`config.mk`:
```
export PLATFORM = sky130hd
export DESIGN_NAME = memory_arbiter
export DESIGN_NICKNAME = d
export VERILOG_FILES = /design/src/rtl/abejaruco_mem_pkg.sv /design/src/rtl/mem_arb_picker.sv /design/src/rtl/memory_arbiter.sv
export SDC_FILE = /design/constraint.sdc
export NUM_CORES = 1
export LEC_CHECK = 0
export BUFFER_PORTS_ARGS = -buffer_cell sky130_fd_sc_hd__buf_2
export CAP_MARGIN = 20
export CORE_AREA = 2 2 270 272
export CTS_CLUSTER_SIZE = 8
export DETAILED_ROUTE_END_ITERATION = 10
export DIE_AREA = 0 0 272 274
export SYNTH_ARGS = -nofsm -noshare
export SYNTH_HDL_FRONTEND = slang
export SYNTH_SLANG_ARGS = --single-unit
```
`constraint.sdc`:
```
create_clock -name clk -period 1.96 [get_ports clk]
set_input_delay 0.392 -clock clk [delete_from_list [all_inputs] [get_ports clk]]
set_output_delay 0.392 -clock clk [all_outputs]
set_load 0.005 [all_outputs]
```
`src/rtl/abejaruco_mem_pkg.sv`:
```
// abejaruco_mem_pkg
//   Shared definitions for the memory subsystem: arbiter FSM state
//   encoding, memory operation codes and arbiter grant identifiers.
//   Imported by the arbiter, its picker, the memory and the caches.
package abejaruco_mem_pkg;

    typedef enum logic [1:0] {
        ST_IDLE  = 2'd0,
        ST_ISSUE = 2'd1,
        ST_WAIT  = 2'd2,
        ST_DONE  = 2'd3
    } mem_state_t;

    localparam logic MEM_OP_READ  = 1'b0;
    localparam logic MEM_OP_WRITE = 1'b1;

    // Identifies which requester owns (or last owned) the memory port.
    localparam logic GRANT_DC = 1'b0;
    localparam logic GRANT_IC = 1'b1;

endpackage

```
`src/rtl/mem_arb_picker.sv`:
```
// mem_arb_picker
//   Combinational winner selection between the instruction cache and the
//   data cache.
//   Ports:
//     ic_req, dc_req  in  pending requests
//     last_grant      in  owner of the previous grant (GRANT_IC / GRANT_DC)
//     grant_ic        out ic wins this arbitration
//     grant_dc        out dc wins this arbitration
//   Macro ARBITER_ROUND_ROBIN_EN: when defined, contention goes to the port
//   that was not granted last; otherwise dc always beats ic.
module mem_arb_picker
    import abejaruco_mem_pkg::*;
(
    input  logic ic_req,
    input  logic dc_req,
    input  logic last_grant,
    output logic grant_ic,
    output logic grant_dc
);

    logic prefer_ic;

`ifdef ARBITER_ROUND_ROBIN_EN
    assign prefer_ic = (last_grant == GRANT_DC);
`else
    // Fixed priority ignores history.
    logic unused_last_grant;
    assign unused_last_grant = last_grant;
    assign prefer_ic         = 1'b0;
`endif

    assign grant_ic = ic_req & (~dc_req |  prefer_ic);
    assign grant_dc = dc_req & (~ic_req | ~prefer_ic);

endmodule

```
`src/rtl/memory_arbiter.sv`:
```
// memory_arbiter
//   Shares one memory port between the instruction cache (read-only) and
//   the data cache (read/write). One transaction at a time:
//   IDLE -> ISSUE -> WAIT -> DONE -> IDLE.
//   Ports:
//     clk, rst_n                     clock, async active-low reset
//     ic_req/ic_addr                 ic request; ic_data/ic_ready response
//     dc_req/dc_op/dc_addr/dc_wdata  dc request; dc_data/dc_ready response
//     mem_enable/mem_op/mem_op_init/mem_op_done/mem_address/mem_data_in
//                                    memory request side
//     mem_data_out/mem_data_ready    memory response side
//   Macro ARBITER_ROUND_ROBIN_EN selects round-robin arbitration (default:
//   dc has fixed priority over ic).
module memory_arbiter
    import abejaruco_mem_pkg::*;
#(
    parameter int ADDRESS_SIZE    = 12,
    parameter int CACHE_LINE_SIZE = 128
) (
    input  logic                       clk,
    input  logic                       rst_n,
    input  logic                       ic_req,
    input  logic [ADDRESS_SIZE-1:0]    ic_addr,
    output logic [CACHE_LINE_SIZE-1:0] ic_data,
    output logic                       ic_ready,
    input  logic                       dc_req,
    input  logic                       dc_op,
    input  logic [ADDRESS_SIZE-1:0]    dc_addr,
    input  logic [CACHE_LINE_SIZE-1:0] dc_wdata,
    output logic [CACHE_LINE_SIZE-1:0] dc_data,
    output logic                       dc_ready,
    output logic                       mem_enable,
    output logic                       mem_op,
    output logic                       mem_op_init,
    output logic                       mem_op_done,
    output logic [ADDRESS_SIZE-1:0]    mem_address,
    output logic [CACHE_LINE_SIZE-1:0] mem_data_in,
    input  logic [CACHE_LINE_SIZE-1:0] mem_data_out,
    input  logic                       mem_data_ready
);

    mem_state_t                 state_q, state_d;
    logic                       grant_ic, grant_dc;
    logic                       last_grant_q;
    logic                       owner_q;
    logic                       op_q;
    logic [ADDRESS_SIZE-1:0]    addr_q;
    logic [CACHE_LINE_SIZE-1:0] wdata_q;
    // Memory response is registered at the boundary; the FSM acts on the
    // registered copy, which adds one cycle between mem_data_ready rising
    // and the ready pulse.
    logic                       rdy_q;
    logic [CACHE_LINE_SIZE-1:0] rdata_q;
    logic [CACHE_LINE_SIZE-1:0] ic_data_q, dc_data_q;
    logic                       ic_ready_q, dc_ready_q;

    mem_arb_picker u_picker (
        .ic_req     (ic_req),
        .dc_req     (dc_req),
        .last_grant (last_grant_q),
        .grant_ic   (grant_ic),
        .grant_dc   (grant_dc)
    );

    // State register
    always_ff @(posedge clk or negedge rst_n) begin
        if (!rst_n) state_q <= ST_IDLE;
        else        state_q <= state_d;
    end

    // Next state
    always_comb begin
        state_d = state_q;
        case (state_q)
            ST_IDLE:  if (grant_ic || grant_dc) state_d = ST_ISSUE;
            ST_ISSUE: state_d = ST_WAIT;
            ST_WAIT:  if (rdy_q) state_d = ST_DONE;
            // Stay until memory drops ready so no grant overlaps its tail.
            ST_DONE:  if (!rdy_q) state_d = ST_IDLE;
            default:  state_d = ST_IDLE;
        endcase
    end

    // FSM outputs
    always_comb begin
        mem_enable  = 1'b0;
        mem_op_init = 1'b0;
        mem_op_done = 1'b0;
        case (state_q)
            ST_ISSUE: begin
                mem_enable  = 1'b1;
                mem_op_init = 1'b1;
            end
            ST_WAIT:  mem_enable  = 1'b1;
            ST_DONE:  mem_op_done = 1'b1;
            default: ;
        endcase
    end

    // Request latch, response capture and ready pulses
    always_ff @(posedge clk or negedge rst_n) begin
        if (!rst_n) begin
            last_grant_q <= GRANT_IC;   // dc wins the first contention
            owner_q      <= GRANT_DC;
            op_q         <= MEM_OP_READ;
            addr_q       <= '0;
            wdata_q      <= '0;
            rdy_q        <= 1'b0;
            rdata_q      <= '0;
            ic_data_q    <= '0;
            dc_data_q    <= '0;
            ic_ready_q   <= 1'b0;
            dc_ready_q   <= 1'b0;
        end else begin
            rdy_q      <= mem_data_ready;
            ic_ready_q <= 1'b0;
            dc_ready_q <= 1'b0;
            if (mem_data_ready) rdata_q <= mem_data_out;

            if (state_q == ST_IDLE && (grant_ic || grant_dc)) begin
                owner_q      <= grant_ic ? GRANT_IC : GRANT_DC;
                last_grant_q <= grant_ic ? GRANT_IC : GRANT_DC;
                op_q         <= grant_ic ? MEM_OP_READ : dc_op;
                addr_q       <= grant_ic ? ic_addr : dc_addr;
                wdata_q      <= grant_ic ? '0 : dc_wdata;
            end

            if (state_q == ST_WAIT && rdy_q) begin
                if (owner_q == GRANT_IC) begin
                    ic_ready_q <= 1'b1;
                    ic_data_q  <= rdata_q;
                end else begin
                    dc_ready_q <= 1'b1;
                    if (op_q == MEM_OP_READ) dc_data_q <= rdata_q;
                end
            end
        end
    end

    assign mem_op      = op_q;
    assign mem_address = addr_q;
    assign mem_data_in = wdata_q;
    assign ic_data     = ic_data_q;
    assign dc_data     = dc_data_q;
    assign ic_ready    = ic_ready_q;
    assign dc_ready    = dc_ready_q;

endmodule

```
==> results.py <==
metrics = {
    "yosys": {
        "synthesis.instances": 1184,
        "synthesis.nets": 1475,
        "synthTopCellsByCount": "sky130_fd_sc_hd__dfrtp_1, sky130_fd_sc_hd__mux2_2, sky130_fd_sc_hd__a22o_1",
        "synth_top_area_cell": "sky130_fd_sc_hd__dfrtp_1",
        "netlist_area_sq_um": 19700,
        "synth_enable_flop_cells": 0,
        "ys_dominant_reg_cell": "sky130_fd_sc_hd__dfrtp_1",
        "avgSynthCellArea_sq_um": 16.6,
        "yosys_register_bits": 531,
        "synth_largest_type_area_fraction_pct": 67.6,
        "seq_area_frac_synth_pct": 67.6,
        "synthMostInstantiatedCell": "sky130_fd_sc_hd__dfrtp_1",
        "synth-warning-count": 0,
        "synth_top_area_cells": "sky130_fd_sc_hd__dfrtp_1, sky130_fd_sc_hd__mux2_2, sky130_fd_sc_hd__a22o_1",
        "yosys.cell_types.count": 23,
        "asyncSetResetFlopFracSynth_pct": 100,
    },
    "clock_tree": {
        "cts_root_buf": "sky130_fd_sc_hd__clkbuf_16",
        "cts_tree": "done",
        "clock_tree.buffer_depth": 3,
        "cts_max_level": 3,
        "clkTransAtPathRegs_ns": 0.05,
        "cts_made_buffers": 76,
        "clkSinkCount": 531,
        "worst_skew_pair.late_latency_ns": 0.60,
    },
    "drt": {
        "route.antenna.remaining_nets": 0,
        "vias": 14500,
        "first_pass_iters": 5,
        "avgViaCountPerCell": 4.58,
        "drc_errors": 0,
        "avgRoutedWirePerCell_um": 20.5,
        "detailedRoute.firstIterationViolations": 847,
        "routed_wirelength_um": 64700,
    },
    "setup_path": {
        "critical_path.max_fanout": 7,
        "crit_path_max_incr_delay_ns": 0.39,
        "cp_arrival_ns": 2.40,
        "critical_path.slowest_cell": "sky130_fd_sc_hd__dfrtp_1",
        "rr_endpoint": "dc_data[92]$_DFFE_PN0P_",
        "critPathCapture": "dc_data[92]$_DFFE_PN0P_",
        "crit_start": "state_q[0]$_DFFE_PN0P_",
        "crit-reg2reg-launch": "state_q[0]$_DFFE_PN0P_",
        "rr_worst_depth": 9,
        "wp_depth": 9,
        "critPathMostFrequentCell": "sky130_fd_sc_hd__buf_12",
        "worst-endpoint-required_ns": 2.44,
        "reg2reg_slack_ns": 0.05,
        "critical-path-top-delay-family": "buffers and inverters",
        "critPathBufInv": 5,
        "critPathCaptureType": "flip-flop",
        "crit_path_cell_trace": "inv_2, ha_4, nand2_4, nor3_4, buf_6, buf_12, buf_12, clkbuf_16, mux2_2",
        "worst_setup_path_start_kind": "flip-flop",
        "path_class": "reg -> reg",
    },
    "power_and_ir_drop": {
        "max-vdd-ir-drop_uv": 737,
        "static-leakage-power_nw": 14.2,
        "report.power.total_mw": 43.5,
        "power_per_unit_of_standard_cell_area_nw_per_um2": 1480,
    },
    "layout": {
        "area.growth.synth_to_final_pct": 49.9,
        "postLayoutCellArea_sq_um": 29500,
        "final_net_count": 2485,
        "final_layout_size_suffix_gt1_share_pct": 57.2,
        "final_core_utilization_pct": 41.0,
        "stdcell_count": 3163,
    },
    "placed_design": {
        "dpl_cell_area_sq_um": 24700,
        "post-place-cells": 2822,
        "gp_routability_congestion": 1.02,
        "port_buffers": 687,
        "dp_hpwl_um": 45900,
    },
    "grt": {
        "first_global_vias": 15400,
        "grt_first_pass_wirelength_um": 94400,
        "grt_remaining_overflow": 0,
        "grt_antenna_before_repair": 5,
        "grt_max_degree": 130,
        "gr-usage-all-layers_pct": 16.4,
    },
    "die": {
        "die_y_um": 274,
        "start_util_pct": 27.3,
        "core-area_sq_um": 72000,
        "ios": 688,
        "die_area_sq_um": 74500,
        "die_x_um": 272,
        "fp-row-count": 99,
    },
    "timing": {
        "rsz0062_at_grt": "yes",
        "max_clock_freq_mhz": 522,
        "totalNegativeSetupSlack_ns": 0,
        "timing.final.hold_violations": 0,
        "setup_viol_count_final": 0,
        "worst_clock_skew_ns": 0.0271,
        "drv_slew": 0,
        "post-route-min-period_ns": 1.91,
        "relSlewSlack_pct": 51.5,
        "worst_pin_slew_ns": 0.728,
        "final_min_period_over_clock_period_pct": 97.7,
    },
    "worst_hold_path": {
        "hold_class": "in -> reg",
    },
    "job": {
        "maxCapViolations": 0,
    },
    "outcome": {
        "outcome": "finished clean",
    },
}
[cells in the final DEF (no fill, tap or decap), drive strengths merged]
| master | instances |
|---|---|
| buf | 774 |
| dfrtp | 531 |
| mux2 | 385 |
| dlygate4sd3 | 230 |
| a22o | 129 |
| clkbuf | 86 |
| o22ai | 23 |
| a21oi | 13 |
| ha | 5 |
| inv | 5 |
| nor2 | 4 |
| clkinv | 4 |
| diode | 3 |
| nand2 | 3 |
| o21ai | 2 |
| nand3 | 1 |
| and2 | 1 |
| nor3 | 1 |
| nor2b | 1 |
| a221oi | 1 |
| mux2i | 1 |
| nand3b | 1 |
[per-stage QoR]
stage	hold WS, ns	setup WS [ns]
after detailed placement	0.383	0.0283
final	0.0479	0.0456
after floorplan	0.0964	0.260
after global placement	0.380	0.0377
after global routing	0.0187	-0.0321
after CTS	0.000306	0.00583
[per-layer routing]
layer | share of wire (%) | vias up | wire length [um] | GRT usage (%)
met2 | 48 | 576 | 31200 | 26.4
li1 | - | 6306 | - | -
met5 | 0.062 | - | 40 | 0
met3 | 7.3 | 149 | 4710 | 4.65
met4 | 3.9 | 6 | 2500 | 7.88
met1 | 41 | 7465 | 26300 | 20.5
[cells by family after synthesis]
group / count (synthesis) / synth area share (%)
flops: 531 / 67.6
buf+inv: 82 / 2.78
fa+ha+maj: 5 / 0.318
simple gates: 12 / 0.312
mux: 386 / 22.1
compound gates: 168 / 6.93
[cell type report]
class / instances / area (sq um)
inverters: 4 / 15.0
clock inverters: 5 / 113
fillers: 6611 / 42500
clock buffers: 80 / 1960
diodes: 3 / 7.51
flip-flops and latches: 531 / 13300
repair buffers: 1010 / 6970
multi-input cells: 571 / 5940
well taps: 959 / 1200
[power by group]
| part | internal [mW] | leakage (nW) | total (mW) | switching [mW] |
|---|---|---|---|---|
| Combinational | 7.87 | 6.70 | 14.0 | 6.14 |
| Clock | 7.03 | 1.01 | 11.7 | 4.66 |
| Sequential | 15.2 | 6.45 | 17.8 | 2.62 |
| Total | 30.1 | 14.2 | 43.5 | 13.4 |
[registers in the layout (all words and copies together) (netlist names)]
| signal | count |
|---|---|
| rdy_q | 1 |
| mem_address | 12 |
| state_q | 2 |
| ic_data | 128 |
| owner_q | 1 |
| ic_ready | 1 |
| dc_data | 128 |
| mem_op | 1 |
| dc_ready | 1 |
| mem_data_in | 128 |
| rdata_q | 128 |
[timing repair]
action | in CTS | in global routing
gates cloned | 0 | 6
gates resized for setup | 1 | 24
endpoints found under the hold margin | 253 | 0
buffers inserted | 1 | 16
setup endpoints to repair | 1 | 90
pin swaps | 0 | 2
hold buffers | 230 | 0
[how the worst min path moves through the flow]
| stage | cells after the start | slack [ns] | endpoint | from |
|---|---|---|---|---|
| global placement | 1 | 0.38 | dc_data[82]$_DFFE_PN0P_ | rst_n |
| global route | 2 | 0.02 | rdata_q[64]$_DFFE_PN0P_ | mem_data_out[64] |
| detailed placement | 1 | 0.38 | dc_data[82]$_DFFE_PN0P_ | rst_n |
| CTS | 2 | 0.0003 | mem_data_in[18]$_DFFE_PN0P_ | dc_wdata[18] |
| finish | 2 | 0.05 | mem_data_in[18]$_DFFE_PN0P_ | dc_wdata[18] |
| floorplan | 0 | 0.1 | dc_data[0]$_DFFE_PN0P_ | rst_n |
Power figures use the tool's default switching activity.
